===== src/rtl/gb_cpu_interrupt_ctrl_if.sv =====
// Bus and dispatch-handshake bundle between the CPU
// and the interrupt controller.
interface gb_cpu_interrupt_ctrl_if;
    logic        wr_en;
    logic [15:0] wr_addr;
    logic [7:0]  wr_data;
    logic [15:0] rd_addr;
    logic [7:0]  rd_data;
    logic        rd_hit;
    logic        write_interrupt_vector;
    logic        clear_interrupt_flag;
    logic        interrupt_queued;
    logic [7:0]  int_vector;

    modport master (
        output wr_en, wr_addr, wr_data, rd_addr,
        output write_interrupt_vector, clear_interrupt_flag,
        input  rd_data, rd_hit, interrupt_queued, int_vector
    );

    modport slave (
        input  wr_en, wr_addr, wr_data, rd_addr,
        input  write_interrupt_vector, clear_interrupt_flag,
        output rd_data, rd_hit, interrupt_queued, int_vector
    );
endinterface


===== src/rtl/gb_cpu_interrupt_ctrl.sv =====
// Game Boy interrupt controller: IF/IE registers, IME
// state machine with EI delay, and dispatch responder.
module gb_cpu_interrupt_ctrl #(
    parameter logic [15:0] IF_ADDR = 16'hFF0F,
    parameter logic [15:0] IE_ADDR = 16'hFFFF,
    parameter int          NUM_IRQ = 5
) (
    input  logic               clk,
    input  logic               reset,
    gb_cpu_interrupt_ctrl_if.slave bus,
    input  logic [NUM_IRQ-1:0] irq_req,
    input  logic               last_m_cycle,
    input  logic               enable_interrupts,
    input  logic               reti_enable,
    input  logic               disable_interrupts,
    output logic               ime,
    output logic               halt_wake,
    output logic [NUM_IRQ-1:0] if_reg,
    output logic [7:0]         ie_reg
);

    localparam int IDX_W = $clog2(NUM_IRQ);

    typedef enum logic [1:0] {
        IME_OFF,
        IME_ARMED,
        IME_ON
    } ime_state_t;

    ime_state_t         state_q, state_d;
    logic [NUM_IRQ-1:0] if_q, if_d;
    logic [7:0]         ie_q;
    logic [7:0]         vec_q;
    logic [IDX_W-1:0]   idx_q, prio_idx;
    logic               idx_valid_q;
    logic [NUM_IRQ-1:0] pending;
    logic               if_wr, ie_wr;

    assign pending = if_q & ie_q[NUM_IRQ-1:0];
    assign if_wr   = bus.wr_en && (bus.wr_addr == IF_ADDR);
    assign ie_wr   = bus.wr_en && (bus.wr_addr == IE_ADDR);

    // Lowest set bit wins: scan downward so bit 0 overwrites last.
    always_comb begin
        prio_idx = '0;
        for (int i = NUM_IRQ - 1; i >= 0; i--) begin
            if (pending[i]) prio_idx = IDX_W'(i);
        end
    end

    always_comb begin
        if_d = if_wr ? bus.wr_data[NUM_IRQ-1:0] : if_q;
        if (bus.clear_interrupt_flag && idx_valid_q) begin
            if_d[idx_q] = 1'b0;
        end
        if_d = if_d | irq_req;
    end

    always_comb begin
        state_d = state_q;
        if (disable_interrupts) begin
            state_d = IME_OFF;
        end else if (bus.clear_interrupt_flag) begin
            state_d = IME_OFF;
        end else if (reti_enable) begin
            state_d = IME_ON;
        end else if (enable_interrupts) begin
            if (state_q != IME_ON) state_d = IME_ARMED;
        end else if (state_q == IME_ARMED && last_m_cycle) begin
            state_d = IME_ON;
        end
    end

    always_ff @(posedge clk or negedge reset) begin
        if (!reset) begin
            state_q     <= IME_OFF;
            if_q        <= '0;
            ie_q        <= 8'h00;
            vec_q       <= 8'h00;
            idx_q       <= '0;
            idx_valid_q <= 1'b0;
        end else begin
            state_q <= state_d;
            if_q    <= if_d;
            if (ie_wr) ie_q <= bus.wr_data;
            if (bus.write_interrupt_vector) begin
                idx_q       <= prio_idx;
                idx_valid_q <= |pending;
                vec_q       <= (|pending)
                             ? 8'h40 + (8'(prio_idx) << 3)
                             : 8'h00;
            end else if (bus.clear_interrupt_flag) begin
                idx_valid_q <= 1'b0;
            end
        end
    end

    always_comb begin
        bus.rd_data = 8'hFF;
        bus.rd_hit  = 1'b0;
        if (bus.rd_addr == IF_ADDR) begin
            bus.rd_data = {{(8 - NUM_IRQ){1'b1}}, if_q};
            bus.rd_hit  = 1'b1;
        end else if (bus.rd_addr == IE_ADDR) begin
            bus.rd_data = ie_q;
            bus.rd_hit  = 1'b1;
        end
    end

    assign ime                  = (state_q == IME_ON);
    assign halt_wake            = |pending;
    assign bus.interrupt_queued = ime && (|pending);
    assign bus.int_vector       = vec_q;
    assign if_reg               = if_q;
    assign ie_reg               = ie_q;

endmodule


===== src/flat_wrapper.sv =====
// flat-port wrapper written by rule: the top's interface ports become plain ports
module gb_cpu_interrupt_ctrl_flat 
#(
    parameter logic [15:0] IF_ADDR = 16'hFF0F,
    parameter logic [15:0] IE_ADDR = 16'hFFFF,
    parameter int          NUM_IRQ = 5
)
  (clk, reset, irq_req, last_m_cycle, enable_interrupts, reti_enable, disable_interrupts, ime, halt_wake, if_reg, ie_reg, bus_wr_en, bus_wr_addr, bus_wr_data, bus_rd_addr, bus_write_interrupt_vector, bus_clear_interrupt_flag, bus_rd_data, bus_rd_hit, bus_interrupt_queued, bus_int_vector);
  gb_cpu_interrupt_ctrl_if bus_i ();
  input  logic clk;
  input  logic reset;
  input  logic [NUM_IRQ-1:0] irq_req;
  input  logic last_m_cycle;
  input  logic enable_interrupts;
  input  logic reti_enable;
  input  logic disable_interrupts;
  output logic ime;
  output logic halt_wake;
  output logic [NUM_IRQ-1:0] if_reg;
  output logic [7:0] ie_reg;
  input wire logic [$bits(bus_i.wr_en)-1:0] bus_wr_en;
  input wire logic [$bits(bus_i.wr_addr)-1:0] bus_wr_addr;
  input wire logic [$bits(bus_i.wr_data)-1:0] bus_wr_data;
  input wire logic [$bits(bus_i.rd_addr)-1:0] bus_rd_addr;
  input wire logic [$bits(bus_i.write_interrupt_vector)-1:0] bus_write_interrupt_vector;
  input wire logic [$bits(bus_i.clear_interrupt_flag)-1:0] bus_clear_interrupt_flag;
  output wire logic [$bits(bus_i.rd_data)-1:0] bus_rd_data;
  output wire logic [$bits(bus_i.rd_hit)-1:0] bus_rd_hit;
  output wire logic [$bits(bus_i.interrupt_queued)-1:0] bus_interrupt_queued;
  output wire logic [$bits(bus_i.int_vector)-1:0] bus_int_vector;
  assign bus_i.wr_en = bus_wr_en;
  assign bus_i.wr_addr = bus_wr_addr;
  assign bus_i.wr_data = bus_wr_data;
  assign bus_i.rd_addr = bus_rd_addr;
  assign bus_i.write_interrupt_vector = bus_write_interrupt_vector;
  assign bus_i.clear_interrupt_flag = bus_clear_interrupt_flag;
  assign bus_rd_data = bus_i.rd_data;
  assign bus_rd_hit = bus_i.rd_hit;
  assign bus_interrupt_queued = bus_i.interrupt_queued;
  assign bus_int_vector = bus_i.int_vector;
  gb_cpu_interrupt_ctrl #(.IF_ADDR(IF_ADDR), .IE_ADDR(IE_ADDR), .NUM_IRQ(NUM_IRQ)) u_core (.clk(clk), .reset(reset), .bus(bus_i), .irq_req(irq_req), .last_m_cycle(last_m_cycle), .enable_interrupts(enable_interrupts), .reti_enable(reti_enable), .disable_interrupts(disable_interrupts), .ime(ime), .halt_wake(halt_wake), .if_reg(if_reg), .ie_reg(ie_reg));
endmodule

===== config.mk =====
export PLATFORM = sky130hd
export DESIGN_NAME = gb_cpu_interrupt_ctrl_flat
export DESIGN_NICKNAME = d
export VERILOG_FILES = /design/src/rtl/gb_cpu_interrupt_ctrl_if.sv /design/src/rtl/gb_cpu_interrupt_ctrl.sv /design/src/flat_wrapper.sv
export SDC_FILE = /design/constraint.sdc
export NUM_CORES = 1
export LEC_CHECK = 0
export CAP_MARGIN = 10
export CORE_ASPECT_RATIO = 0.75
export CORE_MARGIN = 2
export CORE_UTILIZATION = 38
export CTS_CLUSTER_SIZE = 8
export DETAILED_ROUTE_END_ITERATION = 8
export PLACE_DENSITY = 0.95
export RECOVER_POWER = 50
export SKIP_CTS_REPAIR_TIMING = 1
export SLEW_MARGIN = 20
export SYNTH_ARGS = -nofsm -noshare
export SYNTH_HDL_FRONTEND = slang
export SYNTH_SLANG_ARGS = --single-unit
export TNS_END_PERCENT = 30

===== constraint.sdc =====
create_clock -name clk -period 3.9 [get_ports clk]
set_clock_uncertainty 0.05 [all_clocks]
set_input_delay 0.78 -clock clk [delete_from_list [all_inputs] [get_ports clk]]
set_output_delay 0.78 -clock clk [all_outputs]
set_load 0.005 [all_outputs]

## Word-level counts from Yosys, hierarchy flattened

Cells that the tools add are included.

| word-level totals | value |
|---|---|
| register bits | 27 |
| latch bits | 0 |
| memory bits (writable) | 0 |
| memory bits (read-only) | 0 |
| input bits | 54 |
| output and inout bits | 33 |
| memories | 0 |

| operators by class | value |
|---|---|
| add/subtract/negate cells | 1 |
| $mul | 0 |
| divide/modulo/power cells | 0 |
| order comparisons | 2 |
| equal/unequal tests | 8 |
| shift operators | 0 |
| multiplexer cells | 22 |
| bitwise logic cells | 4 |
| reductions and logical operators | 10 |

Operators by type and width:

| kind | count |
|---|---|
| 16-bit equality test (second input constant) | 4 |
| 8-bit 2-to-1 mux | 3 |
| 3-bit 2-to-1 mux | 5 |
| 2-bit 2-to-1 mux | 6 |
| 5-bit AND | 2 |
| 5-bit 2-to-1 mux | 2 |
| 7-bit by 6-bit adder with 8-bit output (first input constant) | 1 |
| 1-bit logical AND | 6 |
| 1-bit 2-to-1 mux | 5 |
| 5-bit by 1-bit inequality test with 1-bit output (second input constant) | 1 |
| 5-bit inverter | 1 |
| 5-bit OR | 1 |
| 5-bit nonzero test | 1 |
| 5-bit OR reduction | 1 |
| 3-bit by 4-bit < comparator with 1-bit output (second input constant) | 1 |
| 1-bit demux with 3-bit select | 1 |
| 3-bit by 1-bit >= comparator with 1-bit output (second input constant) | 1 |
| 2-bit by 1-bit equality test with 1-bit output (second input constant) | 1 |
| 2-bit equality test (second input constant) | 1 |
| 2-bit inequality test (second input constant) | 1 |
| 2-bit AND reduction | 1 |
| 2-bit nonzero test | 1 |

## Logic depth before layout (Yosys ltp)

| logic depth | value |
|---|---|
| depth after elaboration | 8 |
| gate-level depth with buffers | 5 |
| mapped depth without buffers | 4 |

## Worst setup path before layout

Ideal clock, no wire load.

| path | value |
|---|---|
| path type | input to output |
| start | input port bus_rd_addr[5] |
| end | output port bus_rd_hit |
| data arrival time | 1.649 ns |
| required time | 3.070 ns |
| slack | 1.421 ns |
| stages | 3 |
| path buffers | 1 |
| cells stage by stage | or4_1 clkbuf_1 a21boi_0 |

| between the ends | value |
|---|---|
| word-level cells in the longest chain between the ends | 3 |

Ends and longest elaborated chain:

| item | line | source |
|---|---|---|
| start: declaration | flat_wrapper.sv:24 | `input wire logic [$bits(bus_i.rd_addr)-1:0] bus_rd_addr;` |
| 16-bit equality test | gb_cpu_interrupt_ctrl.sv:104 | `end else if (bus.rd_addr == IE_ADDR) begin` |
| 1-bit 2-to-1 mux | gb_cpu_interrupt_ctrl.sv:104 |  |
| 1-bit 2-to-1 mux * | gb_cpu_interrupt_ctrl.sv:101 | `if (bus.rd_addr == IF_ADDR) begin` |
| end: declaration | flat_wrapper.sv:28 | `output wire logic [$bits(bus_i.rd_hit)-1:0] bus_rd_hit;` |

Mark *: on every way between the ends. The rest lies on a longest branch, timed or not.

## Worst setup path in the final report

| path | value |
|---|---|
| start | input port bus_rd_addr[6] |
| end | output port bus_rd_data[5] |

| between the ends | value |
|---|---|
| word-level cells in the longest chain between the ends | 3 |

Ends and longest elaborated chain:

| item | line | source |
|---|---|---|
| 16-bit equality test | gb_cpu_interrupt_ctrl.sv:104 |  |
| 8-bit 2-to-1 mux | gb_cpu_interrupt_ctrl.sv:104 |  |
| 8-bit 2-to-1 mux * | gb_cpu_interrupt_ctrl.sv:101 |  |
| end: declaration | flat_wrapper.sv:27 | `output wire logic [$bits(bus_i.rd_data)-1:0] bus_rd_data;` |

Marked as above.

==> metrics <==
clock slew seen by the registers of the worst setup and hold paths=0.08 ns; number of library cell types mapped by synthesis=30; post-DR wirelength/cell=14.58 um; power density of the placed cells=215.4 nW/um^2; number of antenna diodes=0; via count=1377; setup total negative slack=0 ns; initial drt markers=135; Die Span Y=53.77 um; global router's overall resource usage=20.11%; critical path fanouts, max=7; area of the core=3221 um^2; fraction of layout instances using a drive strength above 1=6.912%; TritonCTS clock tree=yes; Synth top area share=45.86%; drt first pass iters=4; Largest register FFs=8; Max Cap Viol=0; post-detail-place hpwl=3.066 mm; R2R depth=4; number of synthesized register bits=23; critical path data required time=3.07 ns; Final Cycle Share=90.64%; Post-Syn Area=1255 um^2; Peak supply drop=0.0001835 V; Slew Limit Headroom=19.36%; path type of the worst setup path=input port to primary output; time the worst path needs with I/O delays and setup=3.535 ns; vias in the first global route=1257; maximum count of clock buffers along a single path=2; largest net degree at the start of global routing=24; width of the chip=70.36 um; # port buffers=82; Initial Util=38.97%; leakage=0.8721 nW; element type at the critical path end=primary output; Hold Vio Cnt, Final=0; Least-Margin Pin Slew=1.210 ns; WP data arrival=2.71 ns; GRT overflow=0; post-synthesis to final-layout area growth=70.69%; number of antenna violations at the first check in global routing=0; Setup violations, final=0; RD Place Congestion=0.8406; number of cell rows=18; post-layout power=461.3 uW; number of DRC violations after detailed routing=0; number of ports placed on the die boundary=87; commonest non-fill, non-tap cell in the layout=sky130_fd_sc_hd__clkdlybuf4s50_1; clk sinks=23; master cell of the clock root buffer=sky130_fd_sc_hd__clkbuf_8; RSZ-0062 raised after global routing=false; number of levels in the clock H-tree=1; Syn Area/Cell=9.365 um^2; share of the yosys chip area belonging to registers=45.86%; Detail Route Antenna Nets=0; total CTS buffers=3; R2R Path Start=u_core.if_reg[3]; maximum operating frequency=282.9 MHz; detail-routed via count per cell=5.358; run status=finished, final reports clean; commonest cells after routing, fill and taps aside=75 x sky130_fd_sc_hd__clkdlybuf4s50_1, 23 x sky130_fd_sc_hd__dfrtp_1, 15 x sky130_fd_sc_hd__nand3_1; area of the die=3783 um^2; Post-Syn Instances=134; first-pass GRT wire length=5.816 mm; fin nets=272; leading area contributor after synthesis=sky130_fd_sc_hd__dfrtp_1; cell depth of the worst min-delay path=2; Worst Setup Start Kind=input port; Final Max Slew Viols=0; Ys Warns=0; Hold Path Origin=u_core.bus.int_vector[6]; Skew-Pair Late Insertion Delay=0.27 ns; launch point of the critical path=bus_rd_addr[6]; filler cell count in the final layout=245; Hold/Removal Path Class=flop to flop; largest cells by area after synthesis=sky130_fd_sc_hd__dfrtp_1 46%, sky130_fd_sc_hd__mux2_2 7.2%, sky130_fd_sc_hd__nand3_1 6.0%, sky130_fd_sc_hd__nand4_1 5.0%, sky130_fd_sc_hd__o21ai_0 3.6%; routed wire length=3.746 mm
## stage by stage
step | cells | worst slack [ns] | hold slack, ns | instance area, um^2 | util (%)
floorplan | 137 | 1.421 | 0.4344 | 1266 | -
global route | 257 | 0.2269 | 0.5011 | 2142 | 66.51
finish | 257 | 0.3649 | 0.4733 | 2142 | 66.51
detailed placement | 253 | 0.3538 | 0.4658 | 2102 | 65.27
CTS | 257 | 0.3544 | 0.4806 | 2148 | 66.71
global placement | 253 | 0.4936 | 0.4622 | 2102 | 65.27
## worst max-delay path: stages
cell	delay (ns)
sky130_fd_sc_hd__clkdlybuf4s50_1	0.50
sky130_fd_sc_hd__nand4_1	0.27
sky130_fd_sc_hd__nor4_1	0.58
sky130_fd_sc_hd__nand2b_1	0.11
sky130_fd_sc_hd__clkdlybuf4s50_1	0.46
## cell type report
| class | instances | area [um^2] | area share (%) |
|---|---|---|---|
| tap | 40 | 50.05 | 2.336 |
| sequential | 23 | 575.6 | 26.87 |
| clock inverter | 1 | 5.005 | 0.2336 |
| inverter | 8 | 30.03 | 1.402 |
| timing repair buffer | 83 | 822.0 | 38.38 |
| clock buffer | 3 | 41.29 | 1.928 |
| multi-input combinational | 99 | 618.1 | 28.86 |
## where the power goes
| group | internal (mW) | switching, mW | total, mW |
|---|---|---|---|
| combinational | 0.0508 | 0.0234 | 0.0743 |
| clock | 0.0713 | 0.0758 | 0.147 |
| sequential | 0.239 | 0.000790 | 0.240 |
| total | 0.361 | 0.100 | 0.461 |
## metal layers
metal / wire length [um] / global-route usage (%)
met3: 303 / 5.243
met1: 1616 / 26.22
met2: 1799 / 34.59
met4: 27 / 3.846
met5: 0 / 0
## logic make-up (layout without fill, tap and decap cells)
kind of cell | after synthesis | count (layout) | share of synthesized area (%)
other | 1 | 4 | 0.2988
AOI/OAI and AO/OA | 30 | 30 | 15.06
and+or+nand+nor | 57 | 57 | 25.82
DFF | 23 | 23 | 45.86
muxes | 8 | 8 | 7.179
buffers and inverters | 15 | 95 | 5.783
## cell usage after synthesis
cell                        number
sky130_fd_sc_hd__dfrtp_1        23
sky130_fd_sc_hd__nand3_1        15
sky130_fd_sc_hd__nand2_1        12
sky130_fd_sc_hd__nand4_1        10
sky130_fd_sc_hd__o21ai_0         9
sky130_fd_sc_hd__inv_1           8
sky130_fd_sc_hd__mux2_2          8
sky130_fd_sc_hd__nand2b_1        6
sky130_fd_sc_hd__a31oi_1         5
sky130_fd_sc_hd__o211ai_1        5
sky130_fd_sc_hd__o22ai_1         5
sky130_fd_sc_hd__buf_4           4
sky130_fd_sc_hd__a21oi_1         2
sky130_fd_sc_hd__clkbuf_1        2
sky130_fd_sc_hd__nor2_1          2
sky130_fd_sc_hd__nor3_1          2
sky130_fd_sc_hd__nor4_1          2
sky130_fd_sc_hd__or4_1           2
sky130_fd_sc_hd__a2111oi_0       1
sky130_fd_sc_hd__a21boi_0        1
sky130_fd_sc_hd__a22oi_1         1
sky130_fd_sc_hd__a32o_1          1
sky130_fd_sc_hd__and2_1          1
sky130_fd_sc_hd__and3_1          1
sky130_fd_sc_hd__and3b_1         1
sky130_fd_sc_hd__buf_2           1
sky130_fd_sc_hd__conb_1          1
sky130_fd_sc_hd__nor2_8          1
sky130_fd_sc_hd__nor2b_1         1
sky130_fd_sc_hd__or4_4           1
## worst paths after layout
kind                                                  to  slack (ns)
worst max-delay path                      bus_rd_data[5]        0.36
max in group asynchronous       u_core.bus.int_vector[4]        2.39
min in group asynchronous       u_core.bus.int_vector[6]        0.69
worst min register to register  u_core.bus.int_vector[6]        0.47
worst min-delay path            u_core.bus.int_vector[6]        0.47
worst max register to register        u_core.idx_valid_q        2.52
Note: power is estimated with default switching activity, not from simulation.
